[src/rtl/mem_pkg.sv]
`default_nettype none
// ============================================================================
// Module  : mem_pkg
// Purpose : Shared funct3 codes, FSM state type and wait-counter width for
//           the data memory responder.
// Rev     : 1.0  initial release
// ============================================================================
package mem_pkg;

  localparam logic [2:0] F3_B  = 3'b000;
  localparam logic [2:0] F3_H  = 3'b001;
  localparam logic [2:0] F3_W  = 3'b010;
  localparam logic [2:0] F3_BU = 3'b100;
  localparam logic [2:0] F3_HU = 3'b101;

  localparam int WAIT_CNT_W = 4;

  typedef enum logic [1:0] {
    ST_IDLE = 2'd0,
    ST_WAIT = 2'd1,
    ST_RESP = 2'd2
  } state_t;

  // Unsigned sizes only make sense for loads.
  function automatic logic f3_legal(input logic [2:0] f3, input logic we);
    case (f3)
      F3_B, F3_H, F3_W: return 1'b1;
      F3_BU, F3_HU:     return !we;
      default:          return 1'b0;
    endcase
  endfunction

endpackage
`default_nettype wire

[src/rtl/mem_lane_align.sv]
`default_nettype none
// ============================================================================
// Module  : mem_lane_align
// Purpose : Byte-lane steering for stores and extension of loaded data.
// Rev     : 1.0  initial release
// ============================================================================
module mem_lane_align
  import mem_pkg::*;
(
  input  logic [2:0]  funct3,
  input  logic [1:0]  addr_lo,
  input  logic [31:0] wdata,
  input  logic [31:0] rword,
  output logic [3:0]  be,
  output logic [31:0] wword,
  output logic [31:0] rext,
  output logic        misalign
);

  logic [7:0]  w_byte;
  logic [15:0] w_half;

  always_comb begin
    w_byte   = rword[{addr_lo, 3'b000} +: 8];
    w_half   = addr_lo[1] ? rword[31:16] : rword[15:0];
    be       = 4'b0000;
    wword    = 32'h0;
    rext     = 32'h0;
    misalign = 1'b0;
    case (funct3)
      F3_B, F3_BU: begin
        be    = 4'b0001 << addr_lo;
        wword = {4{wdata[7:0]}};
        rext  = (funct3 == F3_B) ? {{24{w_byte[7]}}, w_byte} : {24'h0, w_byte};
      end
      F3_H, F3_HU: begin
        misalign = addr_lo[0];
        be       = addr_lo[1] ? 4'b1100 : 4'b0011;
        wword    = {2{wdata[15:0]}};
        rext     = (funct3 == F3_H) ? {{16{w_half[15]}}, w_half} : {16'h0, w_half};
      end
      F3_W: begin
        misalign = |addr_lo;
        be       = 4'b1111;
        wword    = wdata;
        rext     = rword;
      end
      default: ;
    endcase
  end

endmodule
`default_nettype wire

[src/rtl/data_mem_responder.sv]
`default_nettype none
// ============================================================================
// Module  : data_mem_responder
// Purpose : Single-outstanding RV32I load/store responder over an internal
//           word array, with programmable wait states.
// Rev     : 1.0  initial release
// ============================================================================
module data_mem_responder
  import mem_pkg::*;
#(
  parameter int DEPTH_WORDS = 64,
  parameter int WAIT_CYCLES = 2
)(
  input  logic        clk,
  input  logic        reset,
  input  logic        req_valid,
  output logic        req_ready,
  input  logic        req_we,
  input  logic [31:0] req_addr,
  input  logic [31:0] req_wdata,
  input  logic [2:0]  req_funct3,
  output logic        rsp_valid,
  input  logic        rsp_ready,
  output logic [31:0] rsp_rdata,
  output logic        rsp_err
);

  localparam int IDX_W = (DEPTH_WORDS > 1) ? $clog2(DEPTH_WORDS) : 1;
  localparam logic [29:0]           c_depth = 30'(DEPTH_WORDS);
  localparam logic [WAIT_CNT_W-1:0] c_wait  = WAIT_CNT_W'(WAIT_CYCLES);

  state_t                r_state, w_state_nx;
  logic [WAIT_CNT_W-1:0] r_cnt, w_cnt_nx;
  logic                  w_enter_resp;

  logic                  r_we;
  logic [31:0]           r_addr, r_wdata;
  logic [2:0]            r_funct3;
  logic [31:0]           r_rdata;
  logic                  r_err;

  logic [31:0]           r_mem [DEPTH_WORDS];

  // With zero wait states the access completes on the accept edge, so the
  // operation is taken straight from the request port while idle.
  logic                  w_in_idle;
  logic                  w_op_we;
  logic [31:0]           w_op_addr, w_op_wdata;
  logic [2:0]            w_op_f3;
  logic [IDX_W-1:0]      w_idx;
  logic                  w_oor, w_err, w_misalign, w_mem_we;
  logic [31:0]           w_rword, w_wword, w_rext;
  logic [3:0]            w_be;

  assign w_in_idle  = (r_state == ST_IDLE);
  assign w_op_we    = w_in_idle ? req_we     : r_we;
  assign w_op_addr  = w_in_idle ? req_addr   : r_addr;
  assign w_op_wdata = w_in_idle ? req_wdata  : r_wdata;
  assign w_op_f3    = w_in_idle ? req_funct3 : r_funct3;

  assign w_idx    = w_op_addr[IDX_W+1:2];
  assign w_oor    = (w_op_addr[31:2] >= c_depth);
  assign w_rword  = w_oor ? 32'h0 : r_mem[w_idx];
  assign w_err    = !f3_legal(w_op_f3, w_op_we) || w_misalign || w_oor;
  assign w_mem_we = w_enter_resp && w_op_we && !w_err;

  mem_lane_align u_align (
    .funct3   (w_op_f3),
    .addr_lo  (w_op_addr[1:0]),
    .wdata    (w_op_wdata),
    .rword    (w_rword),
    .be       (w_be),
    .wword    (w_wword),
    .rext     (w_rext),
    .misalign (w_misalign)
  );

  always_comb begin
    w_state_nx   = r_state;
    w_cnt_nx     = r_cnt;
    w_enter_resp = 1'b0;
    case (r_state)
      ST_IDLE: begin
        if (req_valid) begin
          w_cnt_nx = c_wait;
          if (WAIT_CYCLES == 0) begin
            w_state_nx   = ST_RESP;
            w_enter_resp = 1'b1;
          end else begin
            w_state_nx = ST_WAIT;
          end
        end
      end
      ST_WAIT: begin
        w_cnt_nx = r_cnt - 1'b1;
        if (r_cnt <= 1) begin
          w_cnt_nx     = '0;
          w_state_nx   = ST_RESP;
          w_enter_resp = 1'b1;
        end
      end
      ST_RESP: begin
        if (rsp_ready) w_state_nx = ST_IDLE;
      end
      default: w_state_nx = ST_IDLE;
    endcase
  end

  always_ff @(posedge clk or negedge reset) begin
    if (!reset) begin
      r_state <= ST_IDLE;
      r_cnt   <= '0;
    end else begin
      r_state <= w_state_nx;
      r_cnt   <= w_cnt_nx;
    end
  end

  always_ff @(posedge clk or negedge reset) begin
    if (!reset) begin
      r_we     <= 1'b0;
      r_addr   <= 32'h0;
      r_wdata  <= 32'h0;
      r_funct3 <= 3'b000;
      r_rdata  <= 32'h0;
      r_err    <= 1'b0;
    end else begin
      if (w_in_idle && req_valid) begin
        r_we     <= req_we;
        r_addr   <= req_addr;
        r_wdata  <= req_wdata;
        r_funct3 <= req_funct3;
      end
      if (w_enter_resp) begin
        r_rdata <= (w_err || w_op_we) ? 32'h0 : w_rext;
        r_err   <= w_err;
      end
    end
  end

  // Storage is deliberately left unreset.
  always_ff @(posedge clk) begin
    if (w_mem_we) begin
      for (int i = 0; i < 4; i++) begin
        if (w_be[i]) r_mem[w_idx][8*i +: 8] <= w_wword[8*i +: 8];
      end
    end
  end

  assign req_ready = w_in_idle;
  assign rsp_valid = (r_state == ST_RESP);
  assign rsp_rdata = r_rdata;
  assign rsp_err   = r_err;

endmodule
`default_nettype wire

[config.mk]
export PLATFORM = sky130hd
export DESIGN_NAME = data_mem_responder
export DESIGN_NICKNAME = d
export VERILOG_FILES = /design/src/rtl/mem_pkg.sv /design/src/rtl/mem_lane_align.sv /design/src/rtl/data_mem_responder.sv
export SDC_FILE = /design/constraint.sdc
export NUM_CORES = 2
export LEC_CHECK = 0
export CAP_MARGIN = 15
export CORE_MARGIN = 8
export CORE_UTILIZATION = 55
export DETAILED_ROUTE_END_ITERATION = 16
export GPL_ROUTABILITY_DRIVEN = 0
export PLACE_DENSITY = 0.71
export SYNTH_ARGS = -nofsm -noshare
export SYNTH_HDL_FRONTEND = slang
export SYNTH_SLANG_ARGS = --single-unit
[constraint.sdc]
create_clock -name clk -period 6.3 [get_ports clk]
set_input_delay 0.63 -clock clk [delete_from_list [all_inputs] [get_ports clk]]
set_output_delay 0.63 -clock clk [all_outputs]
set_load 0.1 [all_outputs]
Word level (Yosys, flattened, before mapping). Memories as Yosys holds them, arrays and structs flattened. Cells that the tools add are included.

Register bits: 107. Bits in writable memories: 2048. Input bits: 72. Output and inout bits: 35. Logic and storage cells: 78. Memories kept: 1.

$add $sub $neg: 1. $lt $le $gt $ge: 2. Eq/ne operators: 9. Shifts and indexed selects: 2. Multiplexer cells: 36. Reductions and logical operators: 19.

Memories: r_mem (words 64, width 32, read ports 1, clocked after Yosys merged registers in 0, write ports 1, RTL line data_mem_responder.sv:42) `logic [31:0] r_mem [DEPTH_WORDS];`.

Operator list (number): 32-bit 2-to-1 mux (6); 32-bit one-hot mux with 3 select lines (2); 32-bit by 6-bit indexed part select with 8-bit output (1); 30-bit by 7-bit >= comparator with 1-bit output, second input constant (1); 16-bit 2-to-1 mux (1); 1-bit 2-to-1 mux (15); 4-bit 2-to-1 mux (3); 4-bit one-hot mux with 3 select lines (1); 4-bit one-hot mux with 2 select lines (1); 2-bit OR reduction (4); 3-bit == test, second input constant (2); 2-bit 2-to-1 mux (3); 2-bit one-hot mux with 3 select lines (1); 4-bit by 1-bit less-or-equal comparator with 1-bit output, second input constant (1); 2-bit inequality test, second input constant (2); 1-bit one-hot mux with 2 select lines (2); 1-bit by 2-bit << shifter with 4-bit output, first input constant (1); 4-bit by 1-bit subtractor with 4-bit output, second input constant (1); 3-bit by 1-bit == test with 1-bit output, second input constant (1); 3-bit by 2-bit == test with 1-bit output, second input constant (1); 1-bit logical AND (3); 1-bit zero test (3); 3-bit zero test (1); 1-bit logical OR (3); 9 further kinds (9).

Depth between registers and ports, before layout.
Depth after elaboration: 12. Depth in mapped cells: 17. Depth with buffers taken out: 11.

Cells and area by module. From an unflattened synthesis, not the netlist that was laid out.

Cell total of the unflattened synthesis: 5914. Area, all modules: 86046.3 um^2.

By module, submodules not included: data_mem_responder (instances 1, cells each 5721, area an instance 84672.5 um^2, seq. area each 64176.6 um^2); mem_lane_align (instances 1, cells each 193, area an instance 1373.8 um^2, seq. area each 0.0 um^2).

Worst setup path after synthesis. OpenSTA, ideal clock, no wires.

Path type: register to register. Start: register r_state[0]. End: memory r_mem[0][16], data pin. Library setup time: 552 ps. Arrival: 4688 ps. Required time: 5748 ps. Slack: 1060 ps. Stages on the path, launching flop included: 9. Path buffers: 4. Period minus slack after synthesis: 5240 ps. Path through: dfrtp_1 or2_1 buf_4 inv_4 buf_4 clkbuf_1 buf_1 mux2i_1 o22ai_1.

Word-level cells in the longest chain between the ends: 5. Elaborated cells between the ends (all ways): 11. Classes of those cells: eq/ne: 4; mux: 3; reduce/logical: 4.

Ends and longest elaborated chain: start: declaration (RTL line data_mem_responder.sv:32) `state_t r_state, w_state_nx;`; start signal: assignment (RTL line data_mem_responder.sv:114) `r_state <= w_state_nx;`; 2-bit zero test (*) (RTL line data_mem_responder.sv:55) `assign w_in_idle = (r_state == ST_IDLE);`; net req_ready (RTL line data_mem_responder.sv:17) `output logic req_ready,`; 3-bit 2-to-1 mux (RTL line data_mem_responder.sv:59) `assign w_op_f3 = w_in_idle ? req_funct3 : r_funct3;`; 3-bit == test (tied with other cells) (RTL line mem_lane_align.sv:30) `case (funct3)`; 2-bit OR reduction (RTL line mem_lane_align.sv:30); 32-bit one-hot mux with 3 select lines (*) (RTL line mem_lane_align.sv:30); net u_align.wword[16] (RTL line mem_lane_align.sv:15) `output logic [31:0] wword,`; end: declaration (RTL line data_mem_responder.sv:42).

The timed path passes the listed nets; every way through them passes the cells marked *.

Final worst setup path.
Start: register r_state[1]. End: register r_rdata[14] (netlist: rsp_rdata[14]).

Word-level cells in the longest chain between the ends: 10. Elaborated cells between the ends (all ways): 32. Classes of those cells: order compare: 1; eq/ne: 5; shift: 1; mux: 12; reduce/logical: 12; memory: 1.

Ends and longest elaborated chain: branches (longest 10 deep; another with 30-bit by 7-bit >= comparator with 1-bit output); end signal: assignment (RTL line data_mem_responder.sv:135) `r_rdata <= (w_err || w_op_we) ? 32'h0 : w_rext;`; end: declaration (RTL line data_mem_responder.sv:39) `logic [31:0] r_rdata;`.

Several ways; the timed one is not identified. A chain may end at the register's enable or synchronous reset.

==> flow_summary.ini <==
[clock_network]
ctsResizeCount = 0
cts_htree_levels = 4
cts.path.max_buffers = 3
insertion_delay_ns = 0.86
cts_tree = done
numCtsBuffers = 201
clock_sinks = 2155
cts.clk_slew.worst_paths_ns = 0.06
cts-root-buf = clkbuf_16

[floorplan]
io_pins = 107
die_area_um2 = 165000
die_w_um = 407
num_rows = 143
dieHeight_um = 407
coreArea_um2 = 152000
start_util = 0.554

[sta]
rsz0062_at_grt = no
slew_viol_final = 0
setup-tns-final_ns = 0
worst_clock_skew_ns = 0.0559
final-setup-viol-count = 0
max_freq_mhz = 169
relSlewSlack = 0.118
hold_slack_ns = 0.283
fin_crit_ns = 5.92
max_slew.worst_pin.slew_ns = 1.32
hold_violations = 0
period_share = 0.939

[critical_path]
path_class = flop to flop
cp_max_fo = 99
cp_num_buf_inv = 3
path_cells = buf_4, or2_2, buf_4, mux2_8, buf_4, o22ai_1, nor3_1, nor3_1, nor4_1, nand3_1, o221ai_4, nand2_2, o211ai_1
path_delay_family = simple AND/OR/NAND/NOR gates
required_ns = 7.04
slowest_delay_ns = 1.03
crit_path_frequent_cell = buf_4
crit_path_top_delay_cell = nor4_1
end_kind = flop
critPathLaunchType = flop
critPathArrivalTime_ns = 6.66

[yosys]
yosysSeqAreaShare = 0.764
ys_types = 92
ys.flop_type = edfxtp_1
netlist_instances = 5662
syn_area_um2 = 84000
synth_seq_cells = 2155
synth_top_area_frac = 0.732
yosys_warnings = 0
synth_edf_count = 2048
synth_area_per_cell_um2 = 14.8
synth_nets = 5736
yosys-top-cells-area = edfxtp_1, o22ai_1, dfrtp_1
async_reset_ff_frac = 0.0497
yosys.area.top_type = edfxtp_1

[power_and_ir_drop]
p_leak_uw = 0.0314
vdd_drop_max_uv = 586
pwr_density_cell_nw_per_um2 = 554

[cells_and_area]
mostFrequentLayoutCells = edfxtp_1, nand2_1, o22ai_1
multi_input_area_um2 = 18400
drive_above_1_share = 0.144
seq_area_um2 = 64200
layout_commonest_cell = edfxtp_1
fill_cells = 10700
synthToLayoutAreaGrowth_pct = 14.9
nets = 6045

[detailed_routing]
final_antenna_net_count = 0
via_per_inst = 6.93
drtIter0Drc = 9803
routed_wl_um = 269000
vias = 56700
drc_errors = 0
drtPass1Iterations = 9
wire_per_inst_um = 33.0

[grt]
grt_use_total = 0.318
antenna_found_initial = 10
grt_start_max_net_pins = 100
grt_pass1_vias = 54100
grt_pass1_wl_um = 382000
overflow = 0

[placed_design]
io_buffers = 106
place_hpwl_um = 167000

[job]
maxCapViolCount = 0

[hold_path]
holdCritPathClass = input pin to asynchronous set/reset pin

[run_status]
status = finished, final reports clean
## sequential cells by signal, indices dropped and copies added, names as in the netlist
signal,flops
r_wdata,32
r_cnt,4
rsp_err,1
r_state,2
r_mem,2048
r_we,1
r_addr,32
rsp_rdata,32
r_funct3,3
## repair_timing
item | in CTS | in global routing
hold endpoints to repair | 36 | 0
setup buffers | 0 | 0
hold buffers | 1 | 0
## routing by layer
| metal | track usage | vias to the layer above | part of all wire |
|---|---|---|---|
| li1 | - | 23000 | - |
| met1 | 0.422 | 27900 | 0.35 |
| met2 | 0.469 | 4857 | 0.43 |
| met3 | 0.107 | 860 | 0.16 |
| met4 | 0.168 | 4 | 0.064 |
| met5 | 0 | - | 0.000089 |
## cells by family (layout without fill, tap and decap cells)
family / Yosys count / count (layout) / share of synthesized area
flops: 2155 / 2155 / 0.764
simple gates: 1585 / 1585 / 0.0828
compound gates: 1310 / 1310 / 0.105
buf+inv: 434 / 909 / 0.0252
mux: 176 / 176 / 0.0223
fa+ha+maj: 2 / 2 / 0.000298
other cells: 0 / 5 / 0
## cell type report
| type | count | share of cell area |
|---|---|---|
| clock inverters | 115 | 0.0139 |
| multi-input cells | 3073 | 0.190 |
| repair buffers | 524 | 0.0486 |
| well taps | 2030 | 0.0263 |
| inverters | 16 | 0.000648 |
| flip-flops and latches | 2155 | 0.665 |
| clock buffers | 254 | 0.0550 |
| diodes | 5 | 0.000130 |
## final timing paths
path / start / endpoint / slack (ns) / cells after the start
hold / removal: reset / r_addr[25] / 0.28 / 2
setup reg to reg: r_state[1] / rsp_rdata[14] / 0.38 / 13
max in group asynchronous: reset / rsp_rdata[4] / 4.70 / 3
setup / recovery: r_state[1] / rsp_rdata[14] / 0.38 / 13
min in group clk: req_addr[21] / r_addr[21] / 0.43 / 2
hold reg to reg: r_wdata[31] / r_wdata[31] / 0.51 / 1
## where the power goes
part / total, µW / internal, µW / switching [µW] / leakage, µW
logic: 21300 / 5100 / 16200 / 0.00819
clock network: 12300 / 6950 / 5330 / 0.00322
registers: 19900 / 19700 / 190 / 0.0200
## worst reg2reg max path: stages, from the launching register on
cell and delay, ns:
dfrtp_1 0.35, buf_4 0.27, or2_2 0.22, buf_4 0.53, mux2_8 0.87, buf_4 0.54
o22ai_1 0.12, nor3_1 0.23, nor3_1 0.08, nor4_1 1.03, nand3_1 0.47, o221ai_4 0.61
nand2_2 0.25, o211ai_1 0.26
## through the flow
stage	utilization	setup WS (ns)	cells	instance area [µm²]	total power [µW]
final	0.636	0.384	8172	96500	53500
after global routing	0.636	0.375	8167	96500	54400
after CTS	0.636	0.726	8166	96500	52600
after detailed placement	0.592	0.283	7796	89800	40500
after global placement	0.592	0.379	7795	89800	40100
after floorplan	-	1.06	5662	84000	30900
## Yosys cell counts, types with 4 or more instances
library cell,number
o31ai_1,20
buf_6,5
buf_4,50
mux2i_1,98
o22ai_1,496
dfrtp_1,107
edfxtp_1,2048
o21ai_1,37
a221oi_1,20
a211oi_1,48
buf_2,211
inv_1,15
a31o_2,5
nor3b_1,4
o221ai_1,100
a2111oi_0,11
a22oi_1,13
o21ai_0,121
buf_1,31
nand2b_1,9
o2111ai_1,8
o211ai_1,25
or4_1,12
o22a_1,14
a31oi_1,128
a32o_1,15
nor2b_1,6
clkbuf_1,121
a311oi_1,11
o41ai_1,8
a21oi_1,125
mux2_2,76
a222oi_1,12
nand3_1,190
nand2_1,705
nor3_1,243
a32oi_1,57
or3_1,6
nor4_1,30
nand4_1,19
nor2_1,303
and3_1,30
Note: power is estimated with default switching activity, not from simulation.
